===== src/rtl/mouse_transmitter_if.sv =====
// Bundle of PS/2 line and command handshake signals between the mouse master
// and the host-to-device transmitter.
interface mouse_transmitter_if;
  logic       clk_mouse_in;
  logic       data_mouse_in;
  logic       clk_mouse_out_en;
  logic       data_mouse_out;
  logic       data_mouse_out_en;
  logic       send_byte;
  logic [7:0] byte_to_send;
  logic       byte_sent;
  logic [1:0] send_error_code;
  logic       busy;

  // master: the side that requests transfers and owns the physical lines
  modport master (
    output send_byte, byte_to_send, clk_mouse_in, data_mouse_in,
    input  clk_mouse_out_en, data_mouse_out, data_mouse_out_en,
    input  byte_sent, send_error_code, busy
  );

  modport slave (
    input  send_byte, byte_to_send, clk_mouse_in, data_mouse_in,
    output clk_mouse_out_en, data_mouse_out, data_mouse_out_en,
    output byte_sent, send_error_code, busy
  );
endinterface


===== src/rtl/mouse_transmitter.sv =====
// PS/2 host-to-device transmitter: request-to-send, 8 data bits LSB first,
// odd parity, stop, then device acknowledge check with an overall timeout.
module mouse_transmitter #(
  parameter int HOLD_CYCLES    = 10000,
  parameter int SETUP_CYCLES   = 20,
  parameter int TIMEOUT_CYCLES = 2000000
) (
  input logic              clk,
  input logic              reset,
  mouse_transmitter_if.slave bus
);

  localparam int WAIT_MAX = (HOLD_CYCLES > SETUP_CYCLES) ? HOLD_CYCLES : SETUP_CYCLES;
  localparam int WAIT_W   = $clog2(WAIT_MAX + 1);
  localparam int TOUT_W   = $clog2(TIMEOUT_CYCLES + 1);

  typedef enum logic [3:0] {
    IDLE, HOLD_CLK, START, RELEASE_CLK, SEND_BITS,
    SEND_STOP, WAIT_ACK, WAIT_IDLE, DONE
  } state_t;

  function automatic logic odd_parity(input logic [7:0] b);
    return ~^b;
  endfunction

  state_t              state_q, state_n;
  logic [WAIT_W-1:0]   wait_cnt_q, wait_cnt_n;
  logic [TOUT_W-1:0]   tout_q, tout_n;
  logic [3:0]          bit_cnt_q, bit_cnt_n;
  logic [8:0]          shift_q, shift_n;
  logic                clk_en_q, clk_en_n;
  logic                data_out_q, data_out_n;
  logic                data_en_q, data_en_n;
  logic                byte_sent_q, byte_sent_n;
  logic [1:0]          code_q, code_n;
  logic                busy_q, busy_n;
  logic                timeout;
  logic                fall;

  // synchroniser stages; p2 holds the previous synchronised clock for edge detect
  logic ps2_clk_p0, ps2_clk_p1, ps2_clk_p2;
  logic ps2_dat_p0, ps2_dat_p1;

  always_ff @(posedge clk) begin
    if (reset) begin
      ps2_clk_p0 <= 1'b1;
      ps2_clk_p1 <= 1'b1;
      ps2_clk_p2 <= 1'b1;
      ps2_dat_p0 <= 1'b1;
      ps2_dat_p1 <= 1'b1;
    end else begin
      ps2_clk_p0 <= bus.clk_mouse_in;
      ps2_clk_p1 <= ps2_clk_p0;
      ps2_clk_p2 <= ps2_clk_p1;
      ps2_dat_p0 <= bus.data_mouse_in;
      ps2_dat_p1 <= ps2_dat_p0;
    end
  end

  assign fall = ps2_clk_p2 & ~ps2_clk_p1;

  always_comb begin
    state_n    = state_q;
    wait_cnt_n = wait_cnt_q;
    tout_n     = tout_q;
    bit_cnt_n  = bit_cnt_q;
    shift_n    = shift_q;
    data_out_n = data_out_q;
    data_en_n  = data_en_q;
    code_n     = code_q;
    timeout    = 1'b0;

    if (state_q inside {RELEASE_CLK, SEND_BITS, SEND_STOP, WAIT_ACK, WAIT_IDLE}) begin
      tout_n  = tout_q + TOUT_W'(1);
      timeout = (tout_n == TOUT_W'(TIMEOUT_CYCLES));
    end

    case (state_q)
      IDLE: begin
        data_en_n  = 1'b0;
        data_out_n = 1'b1;
        if (bus.send_byte) begin
          shift_n    = {odd_parity(bus.byte_to_send), bus.byte_to_send};
          code_n     = 2'b00;
          wait_cnt_n = '0;
          state_n    = HOLD_CLK;
        end
      end
      HOLD_CLK: begin
        if (wait_cnt_q == WAIT_W'(HOLD_CYCLES - 1)) begin
          wait_cnt_n = '0;
          data_en_n  = 1'b1;
          data_out_n = 1'b0;
          state_n    = START;
        end else begin
          wait_cnt_n = wait_cnt_q + WAIT_W'(1);
        end
      end
      START: begin
        if (wait_cnt_q == WAIT_W'(SETUP_CYCLES - 1)) begin
          tout_n    = '0;
          bit_cnt_n = '0;
          state_n   = RELEASE_CLK;
        end else begin
          wait_cnt_n = wait_cnt_q + WAIT_W'(1);
        end
      end
      RELEASE_CLK: state_n = SEND_BITS;
      SEND_BITS: begin
        // parity sits in shift_q[8], so nine shifts cover data and parity
        if (fall) begin
          data_out_n = shift_q[0];
          shift_n    = {1'b1, shift_q[8:1]};
          bit_cnt_n  = bit_cnt_q + 4'd1;
          if (bit_cnt_q == 4'd8) state_n = SEND_STOP;
        end
      end
      SEND_STOP: begin
        if (fall) begin
          data_en_n  = 1'b0;
          data_out_n = 1'b1;
          state_n    = WAIT_ACK;
        end
      end
      WAIT_ACK: begin
        if (fall) begin
          if (ps2_dat_p1) code_n = 2'b01;
          state_n = WAIT_IDLE;
        end
      end
      WAIT_IDLE: begin
        if (ps2_clk_p1 && ps2_dat_p1) state_n = DONE;
      end
      DONE:    state_n = IDLE;
      default: state_n = IDLE;
    endcase

    // timeout overrides whatever the edge logic decided this cycle
    if (timeout) begin
      state_n    = DONE;
      code_n     = 2'b10;
      data_en_n  = 1'b0;
      data_out_n = 1'b1;
      shift_n    = shift_q;
      bit_cnt_n  = bit_cnt_q;
    end

    clk_en_n    = (state_n == HOLD_CLK) || (state_n == START);
    byte_sent_n = (state_n == DONE);
    busy_n      = (state_n != IDLE);
  end

  always_ff @(posedge clk) begin
    if (reset) begin
      state_q     <= IDLE;
      wait_cnt_q  <= '0;
      tout_q      <= '0;
      bit_cnt_q   <= '0;
      clk_en_q    <= 1'b0;
      data_out_q  <= 1'b1;
      data_en_q   <= 1'b0;
      byte_sent_q <= 1'b0;
      code_q      <= 2'b00;
      busy_q      <= 1'b0;
    end else begin
      state_q     <= state_n;
      wait_cnt_q  <= wait_cnt_n;
      tout_q      <= tout_n;
      bit_cnt_q   <= bit_cnt_n;
      clk_en_q    <= clk_en_n;
      data_out_q  <= data_out_n;
      data_en_q   <= data_en_n;
      byte_sent_q <= byte_sent_n;
      code_q      <= code_n;
      busy_q      <= busy_n;
    end
  end

  always_ff @(posedge clk) begin
    shift_q <= shift_n;
  end

  assign bus.clk_mouse_out_en  = clk_en_q;
  assign bus.data_mouse_out    = data_out_q;
  assign bus.data_mouse_out_en = data_en_q;
  assign bus.byte_sent         = byte_sent_q;
  assign bus.send_error_code   = code_q;
  assign bus.busy              = busy_q;

endmodule


===== src/flat_wrapper.sv =====
// flat-port wrapper written by rule: the top's interface ports become plain ports
module mouse_transmitter_flat 
#(
  parameter int HOLD_CYCLES    = 10000,
  parameter int SETUP_CYCLES   = 20,
  parameter int TIMEOUT_CYCLES = 2000000
)
  (clk, reset, bus_send_byte, bus_byte_to_send, bus_clk_mouse_in, bus_data_mouse_in, bus_clk_mouse_out_en, bus_data_mouse_out, bus_data_mouse_out_en, bus_byte_sent, bus_send_error_code, bus_busy);
  mouse_transmitter_if bus_i ();
  input logic clk;
  input logic reset;
  input wire logic [$bits(bus_i.send_byte)-1:0] bus_send_byte;
  input wire logic [$bits(bus_i.byte_to_send)-1:0] bus_byte_to_send;
  input wire logic [$bits(bus_i.clk_mouse_in)-1:0] bus_clk_mouse_in;
  input wire logic [$bits(bus_i.data_mouse_in)-1:0] bus_data_mouse_in;
  output wire logic [$bits(bus_i.clk_mouse_out_en)-1:0] bus_clk_mouse_out_en;
  output wire logic [$bits(bus_i.data_mouse_out)-1:0] bus_data_mouse_out;
  output wire logic [$bits(bus_i.data_mouse_out_en)-1:0] bus_data_mouse_out_en;
  output wire logic [$bits(bus_i.byte_sent)-1:0] bus_byte_sent;
  output wire logic [$bits(bus_i.send_error_code)-1:0] bus_send_error_code;
  output wire logic [$bits(bus_i.busy)-1:0] bus_busy;
  assign bus_i.send_byte = bus_send_byte;
  assign bus_i.byte_to_send = bus_byte_to_send;
  assign bus_i.clk_mouse_in = bus_clk_mouse_in;
  assign bus_i.data_mouse_in = bus_data_mouse_in;
  assign bus_clk_mouse_out_en = bus_i.clk_mouse_out_en;
  assign bus_data_mouse_out = bus_i.data_mouse_out;
  assign bus_data_mouse_out_en = bus_i.data_mouse_out_en;
  assign bus_byte_sent = bus_i.byte_sent;
  assign bus_send_error_code = bus_i.send_error_code;
  assign bus_busy = bus_i.busy;
  mouse_transmitter #(.HOLD_CYCLES(HOLD_CYCLES), .SETUP_CYCLES(SETUP_CYCLES), .TIMEOUT_CYCLES(TIMEOUT_CYCLES)) u_core (.clk(clk), .reset(reset), .bus(bus_i));
endmodule

===== config.mk =====
export PLATFORM = sky130hd
export DESIGN_NAME = mouse_transmitter_flat
export DESIGN_NICKNAME = d
export VERILOG_FILES = /design/src/rtl/mouse_transmitter_if.sv /design/src/rtl/mouse_transmitter.sv /design/src/flat_wrapper.sv
export SDC_FILE = /design/constraint.sdc
export NUM_CORES = 1
export LEC_CHECK = 0
export BUFFER_PORTS_ARGS = -buffer_cell sky130_fd_sc_hd__buf_2
export CORE_ASPECT_RATIO = 0.6
export CORE_UTILIZATION = 45
export DETAILED_ROUTE_END_ITERATION = 16
export GPL_TIMING_DRIVEN = 1
export SETUP_SLACK_MARGIN = 0.2
export SLEW_MARGIN = 20
export SYNTH_ARGS = -nofsm -noshare
export SYNTH_HDL_FRONTEND = slang
export SYNTH_SLANG_ARGS = --single-unit

===== constraint.sdc =====
create_clock -name clk -period 5.6 [get_ports clk]
set_input_delay 1.12 -clock clk [delete_from_list [all_inputs] [get_ports clk]]
set_output_delay 1.12 -clock clk [all_outputs]
set_load 0.02 [all_outputs]

# == After elaboration in Yosys (flattened, before gate mapping) ==
# Cells that the tools add are included.
# word_totals
reg_bits,64
word_cells,105
input_bits,13
out_inout_bits,7
# classes
n_eq_ne,25
add_sub_neg,3
bitwise_logic,3
reduce_logical,21
muxes,36
# op_table
cell,count
2-to-1 mux 21 bit,3
2-to-1 mux 4 bit,11
2-to-1 mux 14 bit,3
case mux 14 bit (3 select lines),1
case mux 4 bit (8 select lines),1
adder 21 x 1 -> 21 bit (second input constant),1
== test 21 bit (second input constant),1
AND reduction 4 bit,5
2-to-1 mux 9 bit,2
case mux 9 bit (2 select lines),1
== test 4 x 3 -> 1 bit (second input constant),4
adder 14 x 1 -> 14 bit (second input constant),1
== test 14 bit (second input constant),1
== test 14 x 5 -> 1 bit (second input constant),1
== test 4 x 2 -> 1 bit (second input constant),3
!= test 2 x 1 -> 1 bit (second input constant),6
nonzero test 3 bit,3
== test 4 x 1 -> 1 bit (second input constant),2
== test 4 bit (second input constant),2
2-to-1 mux 2 bit,4
case mux 4 bit (2 select lines),1
nonzero test 4 bit,2
XNOR reduction 8 bit,1
2-to-1 mux 1 bit,6
16 further kinds,22

# == Longest topological paths before layout ==
# logic_depth
word_depth,7
mapped_depth,9
depth_no_buf,8

# == Worst setup path after synthesis ==
# OpenSTA, ideal clock, no wires.
# synth_path
kind,reg2reg
startpoint,register u_core.tout_q[0]
endpoint,"register u_core.shift_q[0], enable pin"
t_required_ps,5262
setup_slack_ps,2952
setup_ps,338
path_stages_with_launch,9
arrival_time_ps,2310
cell_sequence,dfxtp_1 > ha_1 > nand3_1 > nor4_2 > a31o_2 > a21oi_1 > or2_2 > nand4_1 > and4b_1
# synth_via
elab_chain_len,5
# synth_rtl
item,line,rtl
start: declaration,mouse_transmitter.sv:28,"logic [TOUT_W-1:0] tout_q, tout_n;"
start signal: assignment,mouse_transmitter.sv:168,tout_q <= tout_n;
adder 21 x 1 -> 21 bit,mouse_transmitter.sv:74,tout_n = tout_q + TOUT_W'(1);
== test 21 bit,mouse_transmitter.sv:75,timeout = (tout_n == TOUT_W'(TIMEOUT_CYCLES));
2-to-1 mux 1 bit,mouse_transmitter.sv:73,"if (state_q inside {RELEASE_CLK, SEND_BITS, SEND_STOP, WAIT_ACK, WAIT_IDLE}) begin"
inverter 1 bit (no line),n/a,
AND reduction 4 bit (no line),n/a,
end signal: assignment,mouse_transmitter.sv:180,shift_q <= shift_n;
end: declaration,mouse_transmitter.sv:30,"logic [8:0] shift_q, shift_n;"
# Every way passes these cells.
# A chain may end at the register's enable or synchronous reset.

# == Worst setup path after layout ==
# layout_path
startpoint,register u_core.tout_q[0]
endpoint,"register u_core.shift_q[1], enable pin"
# The elaborated chain is that of the path after synthesis.

==> summary.txt <==
GRT
  • First-pass GRT wire length: approximately 13 mm
  • Total global routing overflow: 0
  • Gr usage total: 21.8%
  • Largest net degree at the start of global routing: 22
  • Vias in the first global route: 2,618
  • Initial antenna violation count: 0

Worst setup path
  • Crit-path cells: ha_1, nand3_1, nor4_2, a31o_2, a21oi_1, or2_2, nand4_1, and4b_1
  • Highest fanout seen on the critical path: 9
  • Worst path slowest cell: nor4_2
  • Critical path arrival: 3.17 ns
  • CP peak stage delay: 0.53 ns
  • Critical Path Source Type: register
  • Setup CP Type: reg -> reg
  • CP Data Required Time: 5.58 ns
  • CP Capture Type: register

Yosys
  • Synth Flop Type: dfxtp_1
  • Synth warnings: 0
  • Mapped Avg Cell Area: 8.33 µm²
  • Unique masters post-synth: 60
  • Post-Syn Instances: approximately 410
  • Asr flop ratio synth: 0%
  • Post-synth EDFFs: 9
  • Mapped cell area: 3440 µm²
  • Sequential fraction of the synthesis area: 39.8%
  • Synth Net Count: 431
  • Synthesized flop and latch total: 64

Clock tree
  • Post-CTS setup buffer count: 0
  • Clock latency on the worst-skew pair: around 0.33 ns
  • Clock transition at the registers of the reported paths: 0.05 ns
  • Max clock buf depth: 2
  • Post-CTS sizing: 0
  • H-tree depth: 3
  • Hold_buf cts: 0
  • Root Buffer: clkbuf_16
  • CTS buffer count: 9
  • Clock sink count: 64
  • TritonCTS clock tree: built

STA
  • Normalized max-slew margin: 38.8%
  • Max Slew Vio Count: 0
  • Period minus WS final: 3.19 ns
  • Fin. Hold Viols: 0
  • Worst slew pin tran: just over 0.9 ns
  • Fmax: 313 MHz
  • Final Skew: around 0.0076 ns
  • RSZ-0062 raised after global routing: false
  • Hold slack: 0.405 ns
  • Finish-stage setup viols: 0
  • Tcrit/Tclk final: 57.0%
  • Setup TNS: 0 ns

Status
  • Status: complete, no violations

Floorplan
  • I/O pin count: 20
  • Die area: 8010 µm²
  • Row cnt: 24
  • Die W: 115 µm
  • Core Area: 7330 µm²
  • Initial Utilization: between 40% and 50%
  • Die height: 69.7 µm

Placement
  • GPL Wtd Cong: 0.974
  • DP Wirelength: 5.80 mm
  • Buffers on Ports: 19

Route
  • Vias: around 2,900
  • Starting DRT DRC Count: 307
  • DRT Pass-1 Iters: 5
  • Wire length per cell: roughly 15 µm
  • # DRC: 0
  • Vias per cell: about 5.5
  • DRT antenna net count: 0
  • Final WL: around 8 mm

Final layout
  • Layout cells sized above 1: between 10% and 20%
  • Ant diodes: 0
  • Area Overhead vs Synth: 13.0%
  • Fin nets: 445

Pwr
  • Leak: 1.41 nW
  • NetSw: 0.224 mW
  • PD cells: 280 nW/µm²
  • Sequential Power Share: 44.4%
  • Combinational Power Share: 4.6%
  • Clock power share: between 50% and 60%
  • Sw frac: 20.6%
  • Peak VDD IR: 177 µV
  • Power Total: 1.09 mW
  • Int Pwr: 0.864 mW

Flow run
  • MaxCap Viol Count: 0

Hold path
  • Hold Crit Class: reg -> reg
==> layout by cell type, fill, tap and decap left out, drive strengths merged, types with 3 or more instances in the layout <==
master  instances
nor3           11
nand2          53
nand4          14
buf            20
a31oi           3
nor2b           6
xor2           21
nor4            5
nand2b          3
clkbuf         13
o21ai          16
xnor2          24
edfxtp          9
ha              5
a21oi          14
or2             7
and2            5
nor4b           5
dfxtp          55
nand3          21
inv            10
nor2           59
or4             3
and3           12
==> cells in the mapped netlist (2+ instances only) <==
| cell | instances | share of area [%] |
|---|---|---|
| xor2_1 | 21 | 5.3 |
| or2_2 | 6 | 1.1 |
| inv_1 | 10 | 1.1 |
| nor3_1 | 11 | 1.6 |
| edfxtp_1 | 9 | 7.9 |
| nand4_1 | 14 | 2.5 |
| or4_1 | 3 | 0.65 |
| and3_1 | 12 | 2.2 |
| a2111oi_0 | 2 | 0.51 |
| nor2_1 | 59 | 6.4 |
| mux2i_1 | 2 | 0.58 |
| o21ai_1 | 2 | 0.29 |
| nor4_1 | 4 | 0.73 |
| nor4b_1 | 4 | 1.0 |
| o32ai_1 | 2 | 0.51 |
| dfxtp_1 | 55 | 32 |
| a31oi_1 | 3 | 0.55 |
| or4b_2 | 2 | 0.58 |
| or3_1 | 2 | 0.36 |
| nand2b_1 | 3 | 0.55 |
| xnor2_1 | 24 | 6.1 |
| buf_2 | 3 | 0.44 |
| clkbuf_1 | 11 | 1.2 |
| nand3_1 | 21 | 3.1 |
| a21oi_1 | 13 | 1.9 |
| o2111ai_1 | 2 | 0.51 |
| ha_1 | 5 | 1.8 |
| nor2b_1 | 6 | 1.1 |
| o21ai_0 | 14 | 2.0 |
| o311ai_2 | 2 | 0.95 |
| nand2_1 | 53 | 5.8 |
| and2_1 | 5 | 0.91 |
==> critical path: cells and delay by family, from the launching register on <==
family	cells	cell delay, ns
AOI/OAI and AO/OA	2	0.32
DFF	1	0.43
adders and majority gates	1	0.31
and+or+nand+nor	5	1.78
==> path summary, 6_finish.rpt <==
check	startpoint	endpoint	slack, ns	cells past startpoint
max	u_core.tout_q[0]	u_core.shift_q[1]	2.41	8
min	u_core.ps2_clk_p0	u_core.ps2_clk_p1	0.40	1
max reg2reg	u_core.tout_q[0]	u_core.shift_q[1]	2.41	8
min reg2reg	u_core.ps2_clk_p0	u_core.ps2_clk_p1	0.40	1
==> flip-flops by register name, summed over array words and instances (netlist names) <==
name and cells:
u_core.bit_cnt_q 4, u_core.bus.busy 1, u_core.bus.byte_sent 1, u_core.bus.clk_mouse_out_en 1
u_core.bus.data_mouse_out 1, u_core.bus.data_mouse_out_en 1, u_core.bus.send_error_code 2, u_core.ps2_clk_p0 1
u_core.ps2_clk_p1 1, u_core.ps2_clk_p2 1, u_core.ps2_dat_p0 1, u_core.ps2_dat_p1 1
u_core.shift_q 9, u_core.state_q 4, u_core.tout_q 21, u_core.wait_cnt_q 14
==> metal layers <==
layer / part of all wire, % / vias to the layer above / GRT usage (%)
met4: 0.68 / 0 / 7.22
met1: 57 / 1332 / 36.2
met3: 8.2 / 4 / 6.03
met5: 0 / - / 0
met2: 34 / 110 / 25.2
li1: - / 1486 / -
==> kinds of logic after synthesis <==
family          after synthesis  share of synthesized area [%]
flops                        64                           39.8
mux                           3                          0.909
xor+xnor                     45                           11.5
compound gates               56                           11.4
simple gates                213                           30.9
fa+ha+maj                     5                           1.82
buf+inv                      27                           3.71
==> power groups by stage <==
stage | combinational (mW) | clock [mW] | sequential, mW
2_1_floorplan | 0.0319 | 0 | 0.492
3_3_place_gp | 0.0493 | 0 | 0.492
3_5_place_dp | 0.0501 | 0 | 0.492
4_1_cts | 0.0499 | 0.567 | 0.483
5_1_grt | 0.0565 | 0.589 | 0.483
6_report | 0.0498 | 0.556 | 0.483
==> per-stage QoR <==
stage | util (%) | area [µm²] | std cells | worst slack, ns
finish | 53.1 | 3890 | 536 | 2.41
global route | 53.1 | 3890 | 536 | 2.18
CTS | 53.1 | 3890 | 536 | 2.43
detailed placement | 49.0 | 3590 | 520 | 2.43
global placement | 49.0 | 3590 | 520 | 2.56
floorplan | - | 3440 | 413 | 2.95
==> area by class of cell <==
type | count | area (µm²)
Clock buffer | 13 | 260
Clock inverter | 3 | 40.0
Fill cell | 695 | 3440
Inverter | 10 | 37.5
Multi-Input combinational cell | 322 | 1950
Sequential cell | 64 | 1370
Tap cell | 104 | 130
Timing Repair Buffer | 20 | 103
Note: power is estimated with default switching activity, not from simulation.
